--- src/rtl/multi_channel_counter.sv ---
// Per-channel saturating push counters with last-word capture, a saturating grand total and
// a req/idx readback port. Optional clear-on-read behaviour is enabled by COUNTER_CLEAR_ON_READ_EN.
module mcc_lane #(
    parameter int DATA_WIDTH = 8,
    parameter int CNT_WIDTH  = 5
) (
    input  logic                  clk,
    input  logic                  reset,
    input  logic                  push,
    input  logic                  clr,
    input  logic [DATA_WIDTH-1:0] data_in,
    output logic [CNT_WIDTH-1:0]  cnt_nxt,
    output logic [DATA_WIDTH-1:0] last_nxt
);
    localparam logic [CNT_WIDTH-1:0] CNT_MAX = '1;

    logic [CNT_WIDTH-1:0]  cnt_q, cnt_d;
    logic [DATA_WIDTH-1:0] last_q, last_d;

    // cnt_nxt/last_nxt are this cycle's post-push values, which is what a snapshot reports
    always_comb begin
        cnt_nxt = cnt_q;
        if (push && cnt_q != CNT_MAX) cnt_nxt = cnt_q + 1'b1;
        cnt_d    = clr ? CNT_WIDTH'(push) : cnt_nxt;
        last_d   = push ? data_in : last_q;
        last_nxt = last_d;
    end

    always_ff @(posedge clk) begin
        if (!reset) begin
            cnt_q  <= '0;
            last_q <= '0;
        end else begin
            cnt_q  <= cnt_d;
            last_q <= last_d;
        end
    end
endmodule

module multi_channel_counter #(
    parameter int DATA_WIDTH = 8,
    parameter int CHANNELS   = 4,
    parameter int IDX_WIDTH  = 2,
    parameter int CNT_WIDTH  = 5
) (
    input  logic                           clk,
    input  logic                           reset,
    input  logic [CHANNELS-1:0]            push,
    input  logic [CHANNELS*DATA_WIDTH-1:0] data_in,
    input  logic                           req,
    input  logic [IDX_WIDTH-1:0]           idx,
    output logic                           valid_cont,
    output logic [CNT_WIDTH-1:0]           data_cont,
    output logic [DATA_WIDTH-1:0]          data_ant,
    output logic [CNT_WIDTH+IDX_WIDTH-1:0] cont
);
    localparam int TOT_W = CNT_WIDTH + IDX_WIDTH;
    localparam logic [TOT_W-1:0] TOT_MAX = '1;

    typedef enum logic {COUNT, REPORT} state_t;

    logic [CHANNELS-1:0][CNT_WIDTH-1:0]  lane_cnt;
    logic [CHANNELS-1:0][DATA_WIDTH-1:0] lane_last;
    logic [CHANNELS-1:0]                 lane_clr;

    state_t                state_q, state_d;
    logic [CNT_WIDTH-1:0]  snap_cnt_q, snap_cnt_d;
    logic [DATA_WIDTH-1:0] snap_last_q, snap_last_d;
    logic                  valid_q, valid_d;
    logic [CNT_WIDTH-1:0]  data_cont_q, data_cont_d;
    logic [DATA_WIDTH-1:0] data_ant_q, data_ant_d;
    logic [TOT_W-1:0]      cont_q, cont_d;

    logic                  sel_ok;
    logic [CNT_WIDTH-1:0]  sel_cnt;
    logic [DATA_WIDTH-1:0] sel_last;
    logic                  take;
    logic [TOT_W:0]        pop;
    logic [TOT_W:0]        cont_sum;

    for (genvar i = 0; i < CHANNELS; i++) begin : g_lane
        mcc_lane #(
            .DATA_WIDTH(DATA_WIDTH),
            .CNT_WIDTH (CNT_WIDTH)
        ) u_lane (
            .clk     (clk),
            .reset   (reset),
            .push    (push[i]),
            .clr     (lane_clr[i]),
            .data_in (data_in[i*DATA_WIDTH +: DATA_WIDTH]),
            .cnt_nxt (lane_cnt[i]),
            .last_nxt(lane_last[i])
        );
    end

    // Explicit compare loop keeps out-of-range idx from selecting a non-existent lane
    always_comb begin
        sel_ok   = 1'b0;
        sel_cnt  = '0;
        sel_last = '0;
        for (int i = 0; i < CHANNELS; i++) begin
            if (idx == IDX_WIDTH'(i)) begin
                sel_ok   = 1'b1;
                sel_cnt  = lane_cnt[i];
                sel_last = lane_last[i];
            end
        end
    end

    assign take = (state_q == COUNT) && req && sel_ok;

    always_comb begin
        lane_clr = '0;
`ifdef COUNTER_CLEAR_ON_READ_EN
        for (int i = 0; i < CHANNELS; i++)
            lane_clr[i] = take && (idx == IDX_WIDTH'(i));
`endif
    end

    always_comb begin
        pop = '0;
        for (int i = 0; i < CHANNELS; i++) pop = pop + (TOT_W+1)'(push[i]);
        cont_sum = {1'b0, cont_q} + pop;
        cont_d   = cont_sum[TOT_W] ? TOT_MAX : cont_sum[TOT_W-1:0];
    end

    // Snapshot lands in snap_* at the req edge and moves to the outputs one edge later,
    // so data_cont/data_ant only change together with valid_cont.
    always_comb begin
        state_d     = state_q;
        snap_cnt_d  = snap_cnt_q;
        snap_last_d = snap_last_q;
        valid_d     = 1'b0;
        data_cont_d = data_cont_q;
        data_ant_d  = data_ant_q;
        case (state_q)
            COUNT: begin
                if (take) begin
                    state_d     = REPORT;
                    snap_cnt_d  = sel_cnt;
                    snap_last_d = sel_last;
                end
            end
            REPORT: begin
                state_d     = COUNT;
                valid_d     = 1'b1;
                data_cont_d = snap_cnt_q;
                data_ant_d  = snap_last_q;
            end
            default: state_d = COUNT;
        endcase
    end

    always_ff @(posedge clk) begin
        if (!reset) begin
            state_q     <= COUNT;
            snap_cnt_q  <= '0;
            snap_last_q <= '0;
            valid_q     <= 1'b0;
            data_cont_q <= '0;
            data_ant_q  <= '0;
            cont_q      <= '0;
        end else begin
            state_q     <= state_d;
            snap_cnt_q  <= snap_cnt_d;
            snap_last_q <= snap_last_d;
            valid_q     <= valid_d;
            data_cont_q <= data_cont_d;
            data_ant_q  <= data_ant_d;
            cont_q      <= cont_d;
        end
    end

    assign valid_cont = valid_q;
    assign data_cont  = data_cont_q;
    assign data_ant   = data_ant_q;
    assign cont       = cont_q;
endmodule
--- config.mk ---
export PLATFORM = sky130hd
export DESIGN_NAME = multi_channel_counter
export DESIGN_NICKNAME = d
export VERILOG_FILES = /design/src/rtl/multi_channel_counter.sv
export SDC_FILE = /design/constraint.sdc
export NUM_CORES = 1
export LEC_CHECK = 0
export CAP_MARGIN = 20
export CORE_MARGIN = 10
export CORE_UTILIZATION = 55
export DETAILED_ROUTE_END_ITERATION = 7
export GPL_TIMING_DRIVEN = 0
export PLACE_DENSITY_LB_ADDON = 0.05
export SYNTH_ARGS = -nofsm -noshare
export SYNTH_HDL_FRONTEND = slang
export SYNTH_SLANG_ARGS = --single-unit
--- constraint.sdc ---
create_clock -name clk -period 3.7 [get_ports clk]
set_clock_uncertainty 0.15 [all_clocks]
set_input_delay 0.555 -clock clk [delete_from_list [all_inputs] [get_ports clk]]
set_output_delay 0.555 -clock clk [all_outputs]
set_load 0.1 [all_outputs]
==> qor.yml, run 1 <==
global_routing:
  antenna_found_initial: 0
  grtUsageTotal_pct: 15.8
  gr-total-overflow: 0
  grt_pass1_wl_mm: 14.3
  grt_pass1_vias: 2961
  grt_max_degree: 16
worst_setup_path:
  required_ns: 3.78
  crit_top_cell: "fa_1"
  cp_slowest_cell: "fa_1"
  cp_cell_sequence: "clkdlybuf4s50_1, fa_1, inv_1, fa_1, inv_1, fa_1, nand3_1, nor4b_1, nor3b_1"
  endpoint_kind: "flop"
  cp_max_fo: 4
  worstSetupStartpointType: "input port"
  path_class: "in -> reg"
  cp.arrival_ns: 2.78
  cpPeakStageDelay_ns: 0.55
place:
  place.gp.congestion: 0.757
  place_ws_ns: 0.631
  dp_hpwl_mm: 6.43
  port_buffers: 60
  placed_cell_area_um2: 4660
  place_inst: 515
clock_tree:
  clockBufferDepth: 2
  numCtsBuffers: 9
  root_buffer: "clkbuf_8"
  clock-sinks: 87
  post_cts_buffers: 0
  tritoncts: "built"
  ctsResizeCount: 0
  clk_latency_ns: 0.35
  path_clk_slew_ns: 0.09
  cts_hold_buf: 0
  htree_levels: 3
yosys:
  syn_area_um2: 3940
  async_flop_share_pct: 0
  yosysTopAreaCell: "dfxtp_1"
  synth-compound-area-share_pct: 6.67
  synth-edff-count: 0
  synthSimpleGateAreaFrac_pct: 17.2
  avgSynthCellArea_um2: 11.0
  ys_warn_count: 0
  yosys.area_share.adder_pct: 4.38
  ys_seq_area_share_pct: 44.2
  netlist.area_leader.share_pct: 44.2
  syn-num-nets: 412
  synth_most_common_cell: "dfxtp_1"
  synth.distinct_cells: 38
  synth_ff_type: "dfxtp_1"
  synthXorXnorAreaFrac_pct: 2.89
  synth_area_leaders: "dfxtp_1 44%, mux2i_1 14%, nor2b_1 9.8%"
  synth_top_family_by_area: "multiplexers"
  synthMuxAreaShare_pct: 20.5
  synthCells: 359
  ys_seq_elements: 87
  yosys-top-cells-count: "87 x dfxtp_1, 62 x nor2b_1, 55 x mux2i_1"
sta:
  slew_headroom_pct: 34.3
  worst_slew_pin_slew_ns: 0.983
  rsz0062_at_grt: "no"
  min_period_over_period_pct: 72.9
  fin_ws_ns: 1.00
  max_freq_ghz: 0.371
  fin_crit_ns: 2.70
  tns_ns: 0
  finalHoldViolations: 0
  final_max_slew_viol_count: 0
  setup_viol: 0
die:
  start_util_pct: 57.4
  rows: 30
  die-area_um2: 11000
  coreArea_um2: 6870
  die_y_um: 105
  die_w_um: 105
  ioPinCount: 62
pwr:
  internal_power_w: 0.00150
  vdd_drop_max_uv: 391
  switching_share_pct: 30.4
  leakagePower_nw: 1.95
  p_switching_w: 0.000655
  powerDensity_nw_per_um2: 443
  clockPowerShare_pct: 30.8
  seq_power_share_pct: 48.1
  combPwrFrac_pct: 21.1
job:
  cap_violations: 0
detailed_routing:
  postRouteAntennaNets: 0
  drtIter0Drc: 64
  vias_per_cell: 5.23
  num_vias: 2777
  wirelength_mm: 8.51
  drt-pass1-iter-count: 4
  drc: 0
  wl_per_cell_um: 16.0
finish:
  final_nets: 483
  fin_cells: 531
  drive_gt1_share_pct: 9.20
  regArea_um2: 1740
  antenna_cells: 0
  synthToLayoutAreaGrowth_pct: 23.3
  multi_input_area_um2: 2040
  fill_cells: 539
  final_cell_area_um2: 4860
  finalCoreUtilization_pct: 70.8
worst_hold_path:
  min_path_type: "reg -> reg"
outcome:
  outcome: "finished, final reports clean"
==> worst max-delay path, delay by kind of cell <==
kind                     cells  cell delay, ns
adder cells (fa/ha/maj)      3            1.19
AND/OR/NAND/NOR              3            0.45
buffers and inverters        3            0.60
==> sequential cells by signal, summed over array words and instances, names as in the netlist <==
signal and flops:
data_ant 8, valid_cont 1, snap_cnt_q 5, snap_last_q 8, cont 7, g_lane.u_lane.last_q 32, state_q 1, g_lane.u_lane.cnt_q 20
data_cont 5
==> per-layer routing <==
metal  routed length (um)  global-route usage (%)  share of wire, %
met1                 3980                    19.8                47
met2                 4030                    25.9                47
met5                    0                       0                 0
met4                   98                    5.00               1.2
met3                  401                    4.18               4.7
==> final timing paths <==
| kind | startpoint | slack, ns | to | cells past startpoint |
|---|---|---|---|---|
| hold reg to reg | g_lane[3].u_lane.last_q[6]$_SDFF_PN0_ | 0.37 | g_lane[3].u_lane.last_q[6]$_SDFF_PN0_ | 2 |
| hold / removal | g_lane[3].u_lane.last_q[6]$_SDFF_PN0_ | 0.37 | g_lane[3].u_lane.last_q[6]$_SDFF_PN0_ | 2 |
| setup reg to reg | g_lane[1].u_lane.cnt_q[0]$_SDFF_PN0_ | 1.44 | snap_cnt_q[0]$_SDFFE_PN0P_ | 8 |
| setup / recovery | push[0] | 1.00 | cont[6]$_SDFF_PN0_ | 9 |
==> kinds of logic after synthesis <==
group | Yosys count
flops | 87
simple gates | 107
xor+xnor | 13
mux | 67
compound gates | 42
buf+inv | 31
fa+ha+maj | 12
==> metrics by stage <==
step	hold WS, ns	power [W]
3_3_place_gp	0.337	0.00150
3_5_place_dp	0.347	0.00151
2_1_floorplan	0.324	0.00137
6_report	0.368	0.00215
5_1_grt	0.393	0.00225
4_1_cts	0.372	0.00217
==> placed cells by master (no fill, tap or decap), types with 5 or more instances in the layout <==
master / Yosys / layout
clkbuf_1: 12 / 13
and2_1: 7 / 7
inv_1: 6 / 6
and3_1: 7 / 7
buf_2: 7 / 7
clkbuf_8: 0 / 9
nand3_1: 5 / 5
ha_1: 9 / 9
mux2i_1: 55 / 55
nor2b_1: 62 / 62
clkdlybuf4s50_1: 0 / 60
o21ai_0: 12 / 12
nand3b_1: 5 / 5
a21oi_1: 12 / 12
a21boi_0: 6 / 6
xnor2_1: 8 / 8
xor2_1: 5 / 5
mux4_2: 11 / 11
dfxtp_1: 87 / 87
==> final cells by class <==
class	count	area share, %
multi-input combinational	241	41.9
sequential	87	35.8
timing repair buffer	60	12.4
buffer	25	2.88
clock buffer	10	2.63
tap	96	2.47
clock inverter	6	1.47
inverter	6	0.463
==> power by group through the flow <==
stage | logic, W | clock network [W] | registers (W)
3_5_place_dp | 0.000456 | 0 | 0.00106
4_1_cts | 0.000459 | 0.000673 | 0.00103
3_3_place_gp | 0.000447 | 0 | 0.00105
2_1_floorplan | 0.000197 | 0 | 0.00117
6_report | 0.000455 | 0.000663 | 0.00103
5_1_grt | 0.000494 | 0.000717 | 0.00104
(Power assumes the default switching activity.)
==> inputs of run 2 (changes only) <==
- CORE_UTILIZATION: 55 -> 53
- clock period: 3.7 -> 2.6 ns (I/O delays scaled with it)
==> qor.yml, run 2 (synthesis gave the netlist of run 1 again) <==
pwr:
  internal_power_w: 0.00216
  seq_power_share_pct: 47.5
  vdd_drop_max_uv: 448
  p_switching_w: 0.000942
  switching_share_pct: 30.4
  clockPowerShare_pct: 31.5
  combPwrFrac_pct: 21.0
  leakagePower_nw: 1.97
  powerDensity_nw_per_um2: 635
finish:
  layout_commonest_cell: "dfxtp_1"
  drive_gt1_share_pct: 10.1
  reg_top3: "g_lane.u_lane.last_q (32), g_lane.u_lane.cnt_q (20)"
  finalCoreUtilization_pct: 67.3
  regMostFlops: "g_lane.u_lane.last_q"
  final_cell_mix: "87 x dfxtp_1, 61 x nor2b_1, 59 x clkdlybuf4s50_1"
  antenna_cells: 0
  largest_register_ffs: 32
  fill_cells: 616
  final_nets: 483
  synthToLayoutAreaGrowth_pct: 23.9
clock_tree:
  root_buffer: "clkbuf_8"
  path_clk_slew_ns: 0.09
  clockBufferDepth: 2
  clk_latency_ns: 0.36
  htree_levels: 3
  cts_hold_buf: 0
  tritoncts: "built"
  numCtsBuffers: 9
  clock-sinks: 87
worst_setup_path:
  cpPeakStageDelay_ns: 1.19
  cp_slowest_cell: "clkdlybuf4s50_1"
  cp_max_fo: 6
  cp_cell_sequence: "clkdlybuf4s50_1"
  worstSetupStartpointType: "flop"
  crit_family: "buffers and inverters"
  critical_path_buf_inv_count: 1
  endpoint_kind: "output port"
  path_class: "reg -> out"
  required_ns: 2.06
  cp.arrival_ns: 1.98
sta:
  setup_viol: 0
  hold_ws_ns: 0.257
  slew_headroom_pct: 33.6
  fin_crit_ns: 2.52
  min_period_over_period_pct: 97.0
  rsz0062_at_grt: "no"
  final_max_slew_viol_count: 0
  worst_slew_pin_slew_ns: 0.993
  max_freq_ghz: 0.396
  finalHoldViolations: 0
detailed_routing:
  wl_per_cell_um: 16.3
  postRouteAntennaNets: 0
  num_vias: 2816
  wirelength_mm: 8.72
  drc: 0
  drtIter0Drc: 93
  drt-pass1-iter-count: 4
  vias_per_cell: 5.27
place:
  dp_hpwl_mm: 6.60
  place.gp.congestion: 0.752
  port_buffers: 60
worst_hold_path:
  min_path_type: "in -> reg"
die:
  die_w_um: 106
  rows: 31
  die-area_um2: 11300
  ioPinCount: 62
  start_util_pct: 54.3
  coreArea_um2: 7250
  die_y_um: 106
global_routing:
  antenna_found_initial: 0
  grt_max_degree: 16
  grt_pass1_vias: 2952
  grtUsageTotal_pct: 15.9
  grt_pass1_wl_mm: 14.6
  gr-total-overflow: 0
job:
  cap_violations: 0
outcome:
  outcome: "finished, final reports clean"
run 2: layer usage:
metal	vias to the layer above	wire, um	track usage [%]	share of wire (%)
li1	1390	-	-	-
met3	8	535	5.13	6.1
met1	1357	4050	20.2	47
met4	0	85	4.64	0.98
met2	61	4040	25.1	46
met5	-	0	0	0
run 2: worst paths after layout:
path                                                             from                                     to  slack [ns]  depth (start not counted)
worst min register to register  g_lane[2].u_lane.last_q[5]$_SDFF_PN0_  g_lane[2].u_lane.last_q[5]$_SDFF_PN0_        0.37                          2
worst max register to register   g_lane[2].u_lane.cnt_q[0]$_SDFF_PN0_             snap_cnt_q[1]$_SDFFE_PN0P_        0.34                          8
worst max-delay path                               cont[5]$_SDFF_PN0_                                cont[5]        0.08                          1
worst min-delay path                                            reset            snap_last_q[2]$_SDFFE_PN0P_        0.26                          3
run 2: timing repair:
| item | CTS | global route |
|---|---|---|
| resized for setup | 0 | 6 |
| setup buffers | 0 | 0 |
| endpoints found under the setup margin | 0 | 6 |
run 2: power groups by stage:
stage	Combinational (W)	Clock (W)	Sequential, W
after floorplan	0.000281	0	0.00167
after global placement	0.000637	0	0.00150
after detailed placement	0.000649	0	0.00150
after CTS	0.000652	0.000992	0.00147
after global routing	0.000705	0.00105	0.00149
final	0.000652	0.000976	0.00147
run 2: area by class of cell:
class | count | area (um2) | area share (%)
flip-flops and latches | 87 | 1740 | 35.7
repair buffers | 60 | 603 | 12.3
clock buffers | 10 | 138 | 2.82
multi-input cells | 241 | 2050 | 41.9
plain buffers | 25 | 140 | 2.87
well taps | 99 | 124 | 2.54
inverters | 6 | 22.5 | 0.461
clock inverters | 6 | 68.8 | 1.41
run 2: metrics by stage:
| step | cells | instance area (um2) | power (W) | setup WS (ns) | setup TNS (ns) |
|---|---|---|---|---|---|
| after detailed placement | 518 | 4670 | 0.00215 | -0.318 | -1.77 |
| after global routing | 534 | 4880 | 0.00325 | 0.00285 | 0 |
| after CTS | 534 | 4870 | 0.00312 | 0.0461 | 0 |
| final | 534 | 4880 | 0.00310 | 0.0779 | 0 |
| after floorplan | 359 | 3940 | 0.00195 | 0.0936 | 0 |
| after global placement | 518 | 4670 | 0.00214 | -0.269 | -1.42 |
